### src/rtl/wb_stage_buf.sv
// Write-back stage as a DEPTH-entry in-order retire buffer between MEM and the register file.
// Load data is aligned and extended at enqueue; pending entries forward to two ID read ports.
module wb_stage_buf #(
   parameter int DATA_W = 32,
   parameter int RF_AW  = 5,
   parameter int DEPTH  = 2
) (
   input  logic              clk,
   input  logic              resetn,
   input  logic              flush,
   input  logic              mem_to_wb_valid,
   output logic              wb_allow_in,
   input  logic [DATA_W-1:0] in_pc,
   input  logic [DATA_W-1:0] in_alu_res,
   input  logic [DATA_W-1:0] in_mem_rdata,
   input  logic [1:0]        in_addr_lo,
   input  logic [2:0]        in_ld_op,
   input  logic [1:0]        in_wb_sel,
   input  logic              in_rf_we,
   input  logic [RF_AW-1:0]  in_rf_waddr,
   input  logic              rf_ready,
   output logic              rf_we,
   output logic [RF_AW-1:0]  rf_waddr,
   output logic [DATA_W-1:0] rf_wdata,
   input  logic [RF_AW-1:0]  id_raddr0,
   input  logic [RF_AW-1:0]  id_raddr1,
   output logic              fwd_hit0,
   output logic              fwd_hit1,
   output logic [DATA_W-1:0] fwd_data0,
   output logic [DATA_W-1:0] fwd_data1,
   output logic [31:0]       debug_wb_pc,
   output logic [3:0]        debug_wb_rf_wen,
   output logic [4:0]        debug_wb_rf_wnum,
   output logic [31:0]       debug_wb_rf_wdata
);

   localparam int PW = (DEPTH > 1) ? $clog2(DEPTH) : 1;
   localparam int CW = $clog2(DEPTH) + 1;

   logic [PW-1:0]     head, tail;
   logic [CW-1:0]     count;
   logic [DATA_W-1:0] pc_p1    [DEPTH];
   logic [DATA_W-1:0] wdata_p1 [DEPTH];
   logic [RF_AW-1:0]  waddr_p1 [DEPTH];
   logic              we_p1    [DEPTH];

   logic              nonempty, push, pop;
   logic [DATA_W-1:0] push_wdata_p0;
   logic              push_we_p0;

   function automatic logic [PW-1:0] ptr_inc(input logic [PW-1:0] p);
      return (p == PW'(DEPTH - 1)) ? '0 : p + PW'(1);
   endfunction

   function automatic logic [DATA_W-1:0] load_ext(input logic [DATA_W-1:0] w,
                                                  input logic [1:0]        lo,
                                                  input logic [2:0]        op);
      logic signed [7:0]  b;
      logic signed [15:0] h;
      case (lo)
         2'd0:    b = w[7:0];
         2'd1:    b = w[15:8];
         2'd2:    b = w[23:16];
         default: b = w[31:24];
      endcase
      h = lo[1] ? w[31:16] : w[15:0];
      case (op)
         3'b001:  load_ext = {{(DATA_W-8){b[7]}}, b};
         3'b010:  load_ext = {{(DATA_W-8){1'b0}}, b};
         3'b011:  load_ext = {{(DATA_W-16){h[15]}}, h};
         3'b100:  load_ext = {{(DATA_W-16){1'b0}}, h};
         default: load_ext = w;
      endcase
   endfunction

   // Stage p0: final write data is resolved before the entry is stored
   always_comb begin
      push_wdata_p0 = '0;
      case (in_wb_sel)
         2'b00:   push_wdata_p0 = in_alu_res;
         2'b01:   push_wdata_p0 = load_ext(in_mem_rdata, in_addr_lo, in_ld_op);
         2'b10:   push_wdata_p0 = in_pc + DATA_W'(8);
         default: push_wdata_p0 = '0;
      endcase
   end

   assign push_we_p0  = in_rf_we & (in_wb_sel != 2'b11);
   assign nonempty    = (count != '0);
   assign wb_allow_in = (count < CW'(DEPTH)) | (nonempty & rf_ready);
   assign push        = mem_to_wb_valid & wb_allow_in & ~flush;
   assign pop         = nonempty & rf_ready;

   always_ff @(posedge clk or negedge resetn) begin
      if (!resetn) begin
         head  <= '0;
         tail  <= '0;
         count <= '0;
      end else if (flush) begin
         head  <= '0;
         tail  <= '0;
         count <= '0;
      end else begin
         if (push) tail <= ptr_inc(tail);
         if (pop)  head <= ptr_inc(head);
         case ({push, pop})
            2'b10:   count <= count + CW'(1);
            2'b01:   count <= count - CW'(1);
            default: count <= count;
         endcase
      end
   end

   // Stage p1: entry storage, qualified by count so it needs no reset
   always_ff @(posedge clk) begin
      if (push) begin
         pc_p1[tail]    <= in_pc;
         wdata_p1[tail] <= push_wdata_p0;
         waddr_p1[tail] <= in_rf_waddr;
         we_p1[tail]    <= push_we_p0;
      end
   end

   assign rf_we             = nonempty & we_p1[head];
   assign rf_waddr          = nonempty ? waddr_p1[head] : '0;
   assign rf_wdata          = nonempty ? wdata_p1[head] : '0;
   assign debug_wb_pc       = nonempty ? pc_p1[head] : '0;
   assign debug_wb_rf_wen   = {4{rf_we & rf_ready}};
   assign debug_wb_rf_wnum  = rf_waddr;
   assign debug_wb_rf_wdata = rf_wdata;

   // Walk oldest to youngest so the youngest matching entry overwrites earlier hits
   always_comb begin
      logic [PW-1:0] idx;
      idx       = '0;
      fwd_hit0  = 1'b0;
      fwd_hit1  = 1'b0;
      fwd_data0 = '0;
      fwd_data1 = '0;
      for (int i = 0; i < DEPTH; i++) begin
         idx = PW'((int'(head) + i) % DEPTH);
         if ((CW'(i) < count) && we_p1[idx]) begin
            if ((waddr_p1[idx] == id_raddr0) && (id_raddr0 != '0)) begin
               fwd_hit0  = 1'b1;
               fwd_data0 = wdata_p1[idx];
            end
            if ((waddr_p1[idx] == id_raddr1) && (id_raddr1 != '0)) begin
               fwd_hit1  = 1'b1;
               fwd_data1 = wdata_p1[idx];
            end
         end
      end
   end

endmodule
### config.mk
export PLATFORM = sky130hd
export DESIGN_NAME = wb_stage_buf
export DESIGN_NICKNAME = d
export VERILOG_FILES = /design/src/rtl/wb_stage_buf.sv
export SDC_FILE = /design/constraint.sdc
export NUM_CORES = 1
export LEC_CHECK = 0
export ABC_AREA = 0
export CAP_MARGIN = 20
export CORE_ASPECT_RATIO = 1.25
export CORE_MARGIN = 1.5
export CORE_UTILIZATION = 45
export CTS_CLUSTER_SIZE = 10
export DETAILED_ROUTE_END_ITERATION = 10
export PLACE_DENSITY = 0.9
export SYNTH_ARGS = -nofsm -noshare
export SYNTH_HDL_FRONTEND = slang
export SYNTH_SLANG_ARGS = --single-unit
### constraint.sdc
create_clock -name clk -period 7.8 [get_ports clk]
set_input_delay 1.95 -clock clk [delete_from_list [all_inputs] [get_ports clk]]
set_output_delay 1.95 -clock clk [all_outputs]
set_load 0.02 [all_outputs]
* Yosys cells after proc, flatten, opt, wreduce, memory -nomap -nowiden *
Memory sizes are Yosys's and may differ from the RTL's.
Index checks and enable logic that the tools add are counted.

word-level totals
  register bits = 4
  output and inout bits = 178
  memories = 4
  bits of input ports = 124
  logic and storage cells = 86
  RAM bits = 140

operators by class
  $lt $le $gt $ge = 3
  reductions and logical operators = 14
  multiplexer cells = 33
  add/sub/neg operators = 6
  bitwise gates (word level) = 8
  eq/ne operators = 15

memory list
  memory    words  bits a word  read ports  clocked after memory_dff  wr ports  line  text
  pc_p1     2      32           1           0                         1         42    logic [DATA_W-1:0] pc_p1 [DEPTH];
  wdata_p1  2      32           2           0                         1         43    logic [DATA_W-1:0] wdata_p1 [DEPTH];
  waddr_p1  2      5            2           0                         1         44    logic [RF_AW-1:0] waddr_p1 [DEPTH];
  we_p1     2      1            2           0                         1         45    logic we_p1 [DEPTH];

operators by type and width
  cell                   number
  $mux 32                10
  $pmux 32 s4            1
  $pmux 32 s3            1
  $add 32x4->32 const B  1
  $pmux 8 s3             1
  $eq 5x5->1             4
  $mux 1                 16
  $mux 16                1
  $reduce_bool 5->1      2
  $and 1x1->1            6
  $eq 2x1->1 const B     3
  $eq 2x2->1 const B     3
  $eq 3x2->1 const B     2
  $logic_and 1x1->1      6
  $reduce_bool 2->1      3
  $mux 5                 1
  $logic_not 2->1        2
  $lt 1x2->1 const A     2
  $pmux 2 s2             1
  $add 1x1->1 const B    3
  $eq 3x1->1 const B     1
  $eq 3x3->1 const B     1
  $reduce_bool 3->1      1
  $add 2x1->2 const B    1
  other kinds (6)        6

* Logic depth before layout (Yosys ltp) *
Gate-level depths: netlist of run 1.

  depth in word-level cells = 8
  mapped depth = 9

* Worst setup path before layout of run 1 *
No wires, ideal clock.

  kind = in2reg
  start point = input rf_ready
  end point = memory pc_p1[1][0], enable pin
  slack = -360 ps
  arrival time = 7561 ps
  setup time = 598 ps
  buffers on the path = 0
  stages on the path = 4
  cells stage by stage = nand2b_1 -> nand2_1 -> nand2_1 -> nor3b_1

on the way
  word-level cells in the longest chain between the ends = 6

ends and longest elaborated chain
  item                          line  text
  from (decl)                   21    input logic rf_ready,
  $and 1x1->1                   89    assign wb_allow_in = (count < CW'(DEPTH)) | (nonempty & rf_ready);
  $or 1x1->1                    89
  net wb_allow_in               12    output logic wb_allow_in,
  $and 1x1->1 (2 in a row)      90    assign push = mem_to_wb_valid & wb_allow_in & ~flush;
  $mux 1                        115   if (push) begin
  $mux 1 (not written as such)  116   pc_p1[tail] <= in_pc;
  to (decl)                     42

The timed path passes the listed nets, and every way through them passes these cells.

* Worst setup path after layout of run 1 *
  start point = input id_raddr1[2]
  end point = output fwd_data1[27]

on the way
  word-level cells in the longest chain between the ends = 6
  elaborated cells on any way between the ends = 9

ends and longest elaborated chain
  item                                             line  text
  from (decl)                                      26    input logic [RF_AW-1:0] id_raddr1,
  $eq 5x5->1 or $reduce_bool 5->1 (tied branches)  146   if ((waddr_p1[idx] == id_raddr1) && (id_raddr1 != '0)) begin
  $logic_and 1x1->1                                146
  $mux 32                                          146
  $mux 32                                          141   if ((CW'(i) < count) && we_p1[idx]) begin
  $mux 32                                          146
  $mux 32 *                                        141
  to (decl)                                        30    output logic [DATA_W-1:0] fwd_data1,

Every way passes the cells marked *; elsewhere a longest branch is shown, timed or not.

==> results.toml, run 1 <==
[sta]
max_freq_mhz = 143
finalCritPeriodShare_pct = 89.5
maxSlewHeadroom_pct = 30.3
finalClockSkew_ns = 0.00614
drv_slew = 0
setup_slack_ns = 0.817
rsz0062_at_grt = "false"
tns_ns = 0
hold_violations = 0
worstMarginPinSlew_ns = 1.04
period_minus_slack_ns = 6.98
setup_viol = 0

[worst_hold_path]
hold_start = "count[0]$_DFFE_PN0P_"
hp-class = "reg -> reg"

[synthesis]
ys.flop_type = "edfxtp_1"
seq_area_frac_synth_pct = 50.2
synth-seq-cells = 144
avgSynthCellArea_sq_um = 11.4
yosysMostFrequentCell = "edfxtp_1"
syn_area_sq_um = 8580
synth_cell_types = 54
synth.top_cells.by_area = "edfxtp_1 49%, mux2i_1 11%, a22o_1 6.5%"
ys_warn_count = 0
synth_nets = 879
syn-instance-count = 752
synth_edf_count = 140
synth_top_area_cell = "edfxtp_1"
synth_top_area_share_pct = 49.0
synthTopCellsByCount = "140 x edfxtp_1, 114 x nor2_1, 91 x mux2i_1, 64 x a22o_1, 42 x xnor2_1"
async_flop_share_pct = 2.78

[grt]
grt_pass1_vias = 7135
grt_first_pass_wirelength_microns = 40200
antenna_found_initial = 3
grt_usage_pct = 26.7
grt_max_degree = 71
overflow = 0

[route]
drtIter0Drc = 712
wl_met3_microns = 2120
wl_met1_microns = 9870
routed_wl_microns = 26900
wl_met2_microns = 14100
via_per_inst = 5.92
ant_nets = 0
vias = 7346
drc_errors = 0
topRoutingLayerUsed = "met4"
post_drt_wl_per_cell_microns = 21.7
firstDrtPassIters = 6

[clock_tree]
clk_latency_ns = 0.42
cts_hold_buf = 0
htreeDepth = 4
clock-sinks = 144
clk_pin_slew_ns = 0.06
cts_setup_buffers = 0
cts_root_buf = "clkbuf_16"
cts_tree = "built"
cts_max_path_buffers = 2
cts_buffers = 17
cts_resized = 0

[finish]
area_growth_pct = 40.3
fill_cells = 1408
final-seq-area_sq_um = 4310
layout.nets = 1121
multi_input_area_sq_um = 3770
fin_cells = 1241
drive_gt1_share_pct = 5.96

[setup_path]
required_ns = 5.85
startpoint = "id_raddr1[2]"
end_kind = "output port"
critPathMaxFanout = 21
cp.arrival_ns = 5.03
r2r-start = "count[1]$_DFFE_PN0P_"
critPathLaunchType = "input pin"
critPathKind = "in -> out"

[floorplanning]
core-area_sq_um = 18700
num_rows = 56
die_w_microns = 126
ioPinCount = 302
start_util_pct = 45.8
die_area_sq_um = 19900
die_h_microns = 157

[placed_design]
dp.cells = 1207
dp_worst_setup_slack_ns = 0.862
place_hpwl_microns = 20000
port-buffer-count = 301
place.gp.congestion = 0.919

[pwr]
power_leakage_nw = 4.04
vdd_drop_max_mv = 0.149
fin_total_pwr_mw = 3.40
power_density_nw_per_um2 = 283

[run]
cap_violations = 0

[outcome]
outcome = "completed"
## state kept, by name, summed over array words and instances (netlist names)
name and count:
pc_p1 64, wdata_p1 64, waddr_p1 10, count 2, we_p1 2, head 1, tail 1
## per-layer routing
metal	global-route usage, %	up-vias
met3	5.95	64
met4	11.5	0
li1	-	3316
met5	0	-
met1	30.4	3533
met2	48.1	433
## critical path, cell delays in order
cell and delay, ns:
clkdlybuf4s50_1 0.48, or4_1 0.52, nor2_1 0.17, nor3_1 0.06, nand2_1 0.16, mux2i_4 0.51
buf_4 0.36, a22o_1 0.19, clkdlybuf4s50_1 0.61
## cells in the final DEF, fill, tap and decap left out, types with 7 or more instances in the layout
cell / n
clkdlybuf4s50_1: 301
nand3_1: 15
o22ai_1: 12
xnor2_1: 41
mux4_2: 7
edfxtp_1: 140
a222oi_1: 8
a22o_1: 64
mux2i_1: 90
clkbuf_16: 17
buf_4: 10
a22oi_1: 7
a21oi_1: 10
nand4_1: 9
xor2_1: 10
o21ai_1: 13
nand2_1: 26
o21ai_0: 14
nor2_1: 114
## metrics by stage
stage	hold WS [ns]	util, %	cell area (sq um)
3_3_place_gp	0.563	61.4	11500
2_1_floorplan	0.518	-	8580
3_5_place_dp	0.573	61.4	11500
4_1_cts	0.590	64.3	12000
6_report	0.594	64.3	12000
5_1_grt	0.614	64.3	12000
## area by class of cell
cell class / instances / share of cell area (%)
sequential: 144 / 35.8
multi-input combinational: 515 / 31.4
timing repair buffer: 311 / 25.7
clock buffer: 17 / 3.54
tap: 232 / 2.41
clock inverter: 14 / 0.978
inverter: 5 / 0.156
antenna: 3 / 0.0624
## final timing paths
check                                         endpoint  slack [ns]  depth (start not counted)
worst max-delay path                     fwd_data1[27]        0.82                          9
worst min-delay path              count[0]$_DFFE_PN0P_        0.59                          2
worst max register to register  pc_p1[1][23]$_DFFE_PP_        4.85                          7
worst min register to register    count[0]$_DFFE_PN0P_        0.59                          2
max in group asynchronous             head$_DFFE_PN0P_        5.87                          1
min in group asynchronous             tail$_DFFE_PN0P_        1.74                          1
## cells by family after synthesis
logic type / share of synthesized area (%)
buf+inv: 6.35
fa+ha+maj: 0.438
flops: 50.2
simple gates: 10.9
mux: 13.4
compound gates: 13.4
xor+xnor: 5.31
## report_power, final
part / switching, mW / leakage, nW / total [mW] / internal (mW)
sequential: 0.0932 / 1.34 / 1.05 / 0.957
clock: 0.313 / 0.258 / 0.748 / 0.435
combinational: 0.881 / 2.44 / 1.60 / 0.723
No activity file was read; power rests on OpenSTA's default activity.
==> run 2: changes to the inputs <==
Settings changed: GPL_ROUTABILITY_DRIVEN set to 0.
==> results of run 2 <==
Final layout, timing and power as in run 1 (identical DEF).
